==> config.mk <==
export PLATFORM = sky130hd
export DESIGN_NAME = gvt_round_ctrl
export DESIGN_NICKNAME = d
export VERILOG_FILES = /design/src/rtl/chronos.sv /design/src/rtl/vt_min_reduce.sv /design/src/rtl/gvt_round_ctrl.sv
export SDC_FILE = /design/constraint.sdc
export NUM_CORES = 1
export LEC_CHECK = 0
export CORE_UTILIZATION = 30
export CTS_CLUSTER_DIAMETER = 150
export CTS_CLUSTER_SIZE = 28
export DETAILED_ROUTE_END_ITERATION = 6
export PLACE_DENSITY = 0.61
export SLEW_MARGIN = 5
export SYNTH_ARGS = -nofsm -noshare
export SYNTH_HDL_FRONTEND = slang
export SYNTH_SLANG_ARGS = --single-unit
==> constraint.sdc <==
create_clock -name clk -period 10.4 [get_ports clk]
set_input_delay 2.08 -clock clk [delete_from_list [all_inputs] [get_ports clk]]
set_output_delay 2.08 -clock clk [all_outputs]
set_load 0.01 [all_outputs]
==> src/rtl/chronos.sv <==
// Shared Chronos types and constants: virtual-time layout, tile count and GVT round timing.
package chronos;

  localparam int TS_WIDTH  = 32;
  localparam int TB_WIDTH  = 32;
  localparam int C_N_TILES = 4;

  typedef logic [TS_WIDTH+TB_WIDTH-1:0] vt_t;

  localparam int GVT_INTERVAL = 64;
  localparam int GVT_TIMEOUT  = 1024;

  typedef enum logic [1:0] {
    GVT_IDLE    = 2'd0,
    GVT_COLLECT = 2'd1,
    GVT_PUBLISH = 2'd2,
    GVT_WAIT    = 2'd3
  } gvt_state_e;

endpackage

==> src/rtl/vt_min_reduce.sv <==
// Combinational masked minimum over N virtual times; masked-out entries and the
// power-of-two padding read as all ones, so an empty mask yields all ones.
module vt_min_reduce #(
  parameter int N = 4,
  parameter int W = 64
) (
  input  logic [N*W-1:0] vals_i,
  input  logic [N-1:0]   mask_i,
  output logic [W-1:0]   min_o
);

  localparam int LVLS = $clog2(N);
  localparam int P    = 1 << LVLS;

  logic [W-1:0] node [P];

  // Pairwise tree folded in place: level l leaves its P>>(l+1) winners in node[0..].
  always_comb begin
    for (int i = 0; i < P; i++) node[i] = '1;
    for (int i = 0; i < N; i++) begin
      if (mask_i[i]) node[i] = vals_i[i*W +: W];
    end
    for (int l = 0; l < LVLS; l++) begin
      for (int i = 0; i < (P >> (l + 1)); i++) begin
        node[i] = (node[2*i] < node[2*i+1]) ? node[2*i] : node[2*i+1];
      end
    end
    min_o = node[0];
  end

endmodule

==> src/rtl/gvt_round_ctrl.sv <==
// Round-based GVT sequencer: polls every tile for its LVT, min-reduces the answers
// and publishes a monotonic GVT with a one-cycle strobe.
module gvt_round_ctrl
  import chronos::*;
#(
  parameter int N_TILES  = C_N_TILES,
  parameter int VT_W     = TS_WIDTH + TB_WIDTH,
  parameter int INTERVAL = GVT_INTERVAL,
  parameter int TIMEOUT  = GVT_TIMEOUT
) (
  input  logic                    clk,
  input  logic                    rst,
  input  logic                    en,
  output logic [N_TILES-1:0]      lvt_req,
  input  logic [N_TILES-1:0]      lvt_valid,
  input  logic [N_TILES*VT_W-1:0] lvt,
  output logic [VT_W-1:0]         gvt,
  output logic                    gvt_valid,
  output logic                    busy,
  output logic                    timeout_err,
  output logic                    regress_err,
  output logic [1:0]              state_dbg
);

  localparam int TW = $clog2(TIMEOUT);
  localparam int IW = (INTERVAL > 2) ? $clog2(INTERVAL - 1) : 1;
  localparam logic [TW-1:0] TMO_LAST = TW'(TIMEOUT - 1);
  localparam logic [IW-1:0] INT_LAST = IW'((INTERVAL >= 2) ? (INTERVAL - 2) : 0);

  gvt_state_e          state_q, state_d, gap_state;
  logic [N_TILES-1:0]  pend_q, pend_d;
  logic [VT_W-1:0]     acc_q, acc_d;
  logic [TW-1:0]       tmo_q, tmo_d;
  logic [IW-1:0]       int_q, int_d;
  logic [VT_W-1:0]     gvt_q, gvt_d;
  logic                gvt_valid_q, gvt_valid_d;
  logic                tmo_err_q, tmo_err_d;
  logic                reg_err_q, reg_err_d;

  logic [N_TILES-1:0]  accept, pend_left;
  logic [VT_W-1:0]     red_min, acc_min;
  logic                start_round, gap_start;
  logic                in_collect, in_publish, in_wait;

  // Handshake: lvt_req[i] is held until a cycle with lvt_req[i] & lvt_valid[i]; that
  // cycle transfers lvt[i] and the request drops on the following edge. Valid without
  // a request is ignored.
  assign accept    = pend_q & lvt_valid;
  assign pend_left = pend_q & ~accept;

  vt_min_reduce #(
    .N (N_TILES),
    .W (VT_W)
  ) u_min (
    .vals_i (lvt),
    .mask_i (accept),
    .min_o  (red_min)
  );

  assign acc_min = (red_min < acc_q) ? red_min : acc_q;

  always_ff @(posedge clk) begin
    if (rst) state_q <= GVT_IDLE;
    else     state_q <= state_d;
  end

  // After a publish or a timeout: WAIT, unless the interval is a single cycle.
  always_comb begin
    gap_state   = (INTERVAL > 1) ? GVT_WAIT : (en ? GVT_COLLECT : GVT_IDLE);
    gap_start   = (INTERVAL == 1) && en;
    state_d     = state_q;
    start_round = 1'b0;
    unique case (state_q)
      GVT_IDLE: begin
        if (en) begin
          state_d     = GVT_COLLECT;
          start_round = 1'b1;
        end
      end
      GVT_COLLECT: begin
        if (pend_left == '0) begin
          state_d = GVT_PUBLISH;
        end else if (tmo_q == TMO_LAST) begin
          state_d     = gap_state;
          start_round = gap_start;
        end
      end
      GVT_PUBLISH: begin
        state_d     = gap_state;
        start_round = gap_start;
      end
      GVT_WAIT: begin
        if (int_q == INT_LAST) begin
          state_d     = en ? GVT_COLLECT : GVT_IDLE;
          start_round = en;
        end
      end
    endcase
  end

  always_comb begin
    busy       = (state_q != GVT_IDLE);
    in_collect = (state_q == GVT_COLLECT);
    in_publish = (state_q == GVT_PUBLISH);
    in_wait    = (state_q == GVT_WAIT);
    state_dbg  = state_q;
  end

  always_comb begin
    pend_d      = pend_q;
    acc_d       = acc_q;
    tmo_d       = tmo_q;
    int_d       = in_wait ? int_q + IW'(1) : '0;
    gvt_d       = gvt_q;
    gvt_valid_d = 1'b0;
    tmo_err_d   = tmo_err_q;
    reg_err_d   = reg_err_q;
    if (in_collect) begin
      pend_d = pend_left;
      acc_d  = acc_min;
      tmo_d  = tmo_q + TW'(1);
      // A final accept in the timeout cycle completes the round instead.
      if (pend_left != '0 && tmo_q == TMO_LAST) begin
        pend_d    = '0;
        acc_d     = '1;
        tmo_err_d = 1'b1;
      end
    end
    if (in_publish) begin
      if (acc_q >= gvt_q) begin
        gvt_d       = acc_q;
        gvt_valid_d = 1'b1;
      end else begin
        reg_err_d = 1'b1;
      end
    end
    if (start_round) begin
      pend_d = '1;
      acc_d  = '1;
      tmo_d  = '0;
    end
  end

  always_ff @(posedge clk) begin
    if (rst) begin
      pend_q      <= '0;
      acc_q       <= '1;
      tmo_q       <= '0;
      int_q       <= '0;
      gvt_q       <= '0;
      gvt_valid_q <= 1'b0;
      tmo_err_q   <= 1'b0;
      reg_err_q   <= 1'b0;
    end else begin
      pend_q      <= pend_d;
      acc_q       <= acc_d;
      tmo_q       <= tmo_d;
      int_q       <= int_d;
      gvt_q       <= gvt_d;
      gvt_valid_q <= gvt_valid_d;
      tmo_err_q   <= tmo_err_d;
      reg_err_q   <= reg_err_d;
    end
  end

  assign lvt_req     = pend_q;
  assign gvt         = gvt_q;
  assign gvt_valid   = gvt_valid_q;
  assign timeout_err = tmo_err_q;
  assign regress_err = reg_err_q;

endmodule

==> impl_metrics.json <==
{
  "finalHoldViolations": 0,
  "postRouteAntennaNets": 0,
  "skew_ns": 0.00834,
  "final_net_count": 3357,
  "clk_pin_slew_ns": 0.07,
  "syn-cell-area_um2": 16400,
  "core_area_um2": 53900,
  "final_cell_mix": "334 x clkdlybuf4s50_1, 334 x buf_4, 321 x ha_1",
  "irDropWorstVdd_mv": 0.180,
  "max_slew.worst_pin.slew_ns": 1.02,
  "min_path_type": "register to register",
  "syn-instance-count": 2128,
  "path_class": "input port to register",
  "ys_ff_latch": 153,
  "synth_flop_cell": "dfxtp_1",
  "grt_max_degree": 76,
  "ys_types": 66,
  "startpoint_type": "input port",
  "num_io_pins": 337,
  "area_delta_synth_final_pct": 49.8,
  "grt_pass1_wl_mm": 101,
  "antenna_cells": 0,
  "port_buffers": 336,
  "slew_headroom_pct": 31.2,
  "p_leak_nw": 11.0,
  "place_congestion": 0.961,
  "cts-root-buf": "clkbuf_16",
  "cts_hold_buf": 0,
  "maxCapViolations": 0,
  "synth-xor-area-share_pct": 0.640,
  "clock_latency_ns": 0.46,
  "outcome": "completed",
  "antenna_found_initial": 0,
  "cts_buffers": 17,
  "h-tree-depth": 4,
  "firstDrtPassIters": 5,
  "synth-async-reset-ratio_pct": 0,
  "syn-num-nets": 2712,
  "cp.required_ns": 10.81,
  "yosysWarnings": 0,
  "dpl_cell_area_um2": 23300,
  "start_util_pct": 30.5,
  "fp.dieW_um": 236,
  "grt_pass1_vias": 18226,
  "fin_cells": 3482,
  "wire_per_inst_um": 19.2,
  "synth.avg_cell_area_um2": 7.72,
  "fin_crit_ns": 10.05,
  "slew_violations": 0,
  "path_common_cell": "buf_12",
  "power_w": 0.00621,
  "clk_path_buf_depth": 2,
  "dp_cells": 3430,
  "die_area_um2": 55700,
  "vias_per_cell": 5.08,
  "vias": 17694,
  "clock_sinks": 153,
  "grtUsageTotal_pct": 23.5,
  "cts_tree": "built",
  "yosys.area_share.simple_pct": 18.6,
  "fill_cells": 5226,
  "die_y_um": 236,
  "drive_gt1_share_pct": 19.5,
  "grt-ovfl-total": 0,
  "row_count": 85,
  "cpMaxStageDelayCell": "clkdlybuf4s50_1",
  "period_share_pct": 96.6,
  "place.detailed.hpwl_mm": 55.4,
  "drc_errors": 0,
  "path_max_fanout": 24,
  "p_per_area_nw_per_um2": 252,
  "fin_util_pct": 45.7,
  "synth_compound_area_share_pct": 16.9,
  "fin_area_um2": 24600,
  "slowest_delay_ns": 0.52,
  "routed_wl_mm": 66.8,
  "setup_viol": 0,
  "synth_edf_count": 0,
  "synth_mux_area_share_pct": 12.3,
  "yosysSeqAreaShare_pct": 18.6,
  "fmax_mhz": 99.5,
  "crit_path_end_kind": "register",
  "synth_top_family_by_area": "adder cells",
  "dr.first_iter.drc_count": 830,
  "synthAdderAreaFrac_pct": 24.5,
  "arrival_ns": 10.46
}
==> cell type report <==
cell class	instances	area, um2	share of cell area (%)
clock inverters	15	139	0.564
clock buffers	17	425	1.73
well taps	696	871	3.54
flip-flops and latches	153	3060	12.4
multi-input cells	1625	12500	50.6
repair buffers	709	6660	27.1
inverters	267	1000	4.07
==> power by group <==
part | switching, W | internal (W)
logic | 0.00234 | 0.00242
registers | 0.000127 | 0.000698
clock network | 0.000293 | 0.000332
==> timing repair <==
item                                    in CTS  in global routing
gates cloned                                 2                  5
pin swaps                                   10                 29
endpoints found under the hold margin        0                  0
endpoints found under the setup margin      64                 64
setup buffers                                3                 10
gates resized for setup                     31                 70
==> cell families (layout without fill, tap and decap cells) <==
kind of cell,count (synthesis),in the layout
AND/OR/NAND/NOR,672,672
AO/OA/AOI/OAI,425,425
buffers and inverters,350,1008
adder cells (fa/ha/maj),322,322
multiplexers,194,194
flip-flops,153,153
XOR/XNOR,12,12
==> path summary, 6_finish.rpt <==
| kind | from | endpoint | slack [ns] | cells past startpoint |
|---|---|---|---|---|
| setup / recovery | lvt_valid[3] | acc_q[50] | 0.35 | 41 |
| hold / removal | int_q[0] | int_q[0] | 0.49 | 1 |
| setup reg to reg | lvt_req[3] | acc_q[50] | 1.76 | 40 |
| hold reg to reg | int_q[0] | int_q[0] | 0.49 | 1 |
==> cells in the mapped netlist, types with 3 or more instances <==
cell type	n	share of area, %
or2_2	3	0.11
nor2b_1	5	0.19
nand3_1	32	0.97
o2111ai_1	5	0.27
dfxtp_1	153	19
a211oi_1	13	0.59
o221ai_1	5	0.27
mux2i_1	130	7.9
clkbuf_1	63	1.4
xor2_1	7	0.37
mux2_2	62	4.2
nor2_1	308	7.0
nand2_1	137	3.1
nor4_1	7	0.27
buf_6	7	0.48
a31oi_1	4	0.15
o31a_1	3	0.16
nand4_1	61	2.3
nor3_1	22	0.67
o21a_1	17	0.78
a2111oi_0	3	0.16
a21boi_0	7	0.32
buf_1	8	0.18
a221oi_1	5	0.27
ha_1	321	24
xnor2_1	5	0.27
o22a_1	64	3.4
a21oi_1	106	3.2
and4_1	7	0.37
o21ai_0	118	3.6
and2_1	3	0.11
inv_1	267	6.1
nand2b_1	70	2.7
a21o_1	45	2.1
o211ai_1	7	0.32
buf_2	5	0.15
or3_1	5	0.19
==> state kept, by name, indices dropped and copies added (netlist names) <==
name / count
acc_q: 64
gvt: 64
gvt_valid: 1
int_q: 6
lvt_req: 4
regress_err: 1
state_dbg: 2
timeout_err: 1
tmo_q: 10
==> critical path: cells and delay by family <==
family,cells,cell delay [ns]
AOI/OAI and AO/OA,17,3.43
muxes,2,0.58
buffers and inverters,11,2.27
and+or+nand+nor,8,1.16
adders and majority gates,3,0.87
==> through the flow <==
stage | setup slack [ns] | TNS [ns] | hold slack, ns
after floorplan | 0.570 | 0 | 0.430
after global placement | -1.14 | -71.74 | 0.441
after detailed placement | -1.14 | -71.77 | 0.477
after CTS | 0.00820 | 0 | 0.494
after global routing | -0.000743 | -0.000743 | 0.499
final | 0.349 | 0 | 0.486
==> metal layers <==
layer	up-vias	global-route usage, %	routed length (um)
li1	8726	-	-
met1	8402	28.7	29200
met2	483	41.9	32600
met3	83	3.41	3170
met4	0	7.70	1750
met5	-	0	0
Note: power is estimated with default switching activity, not from simulation.
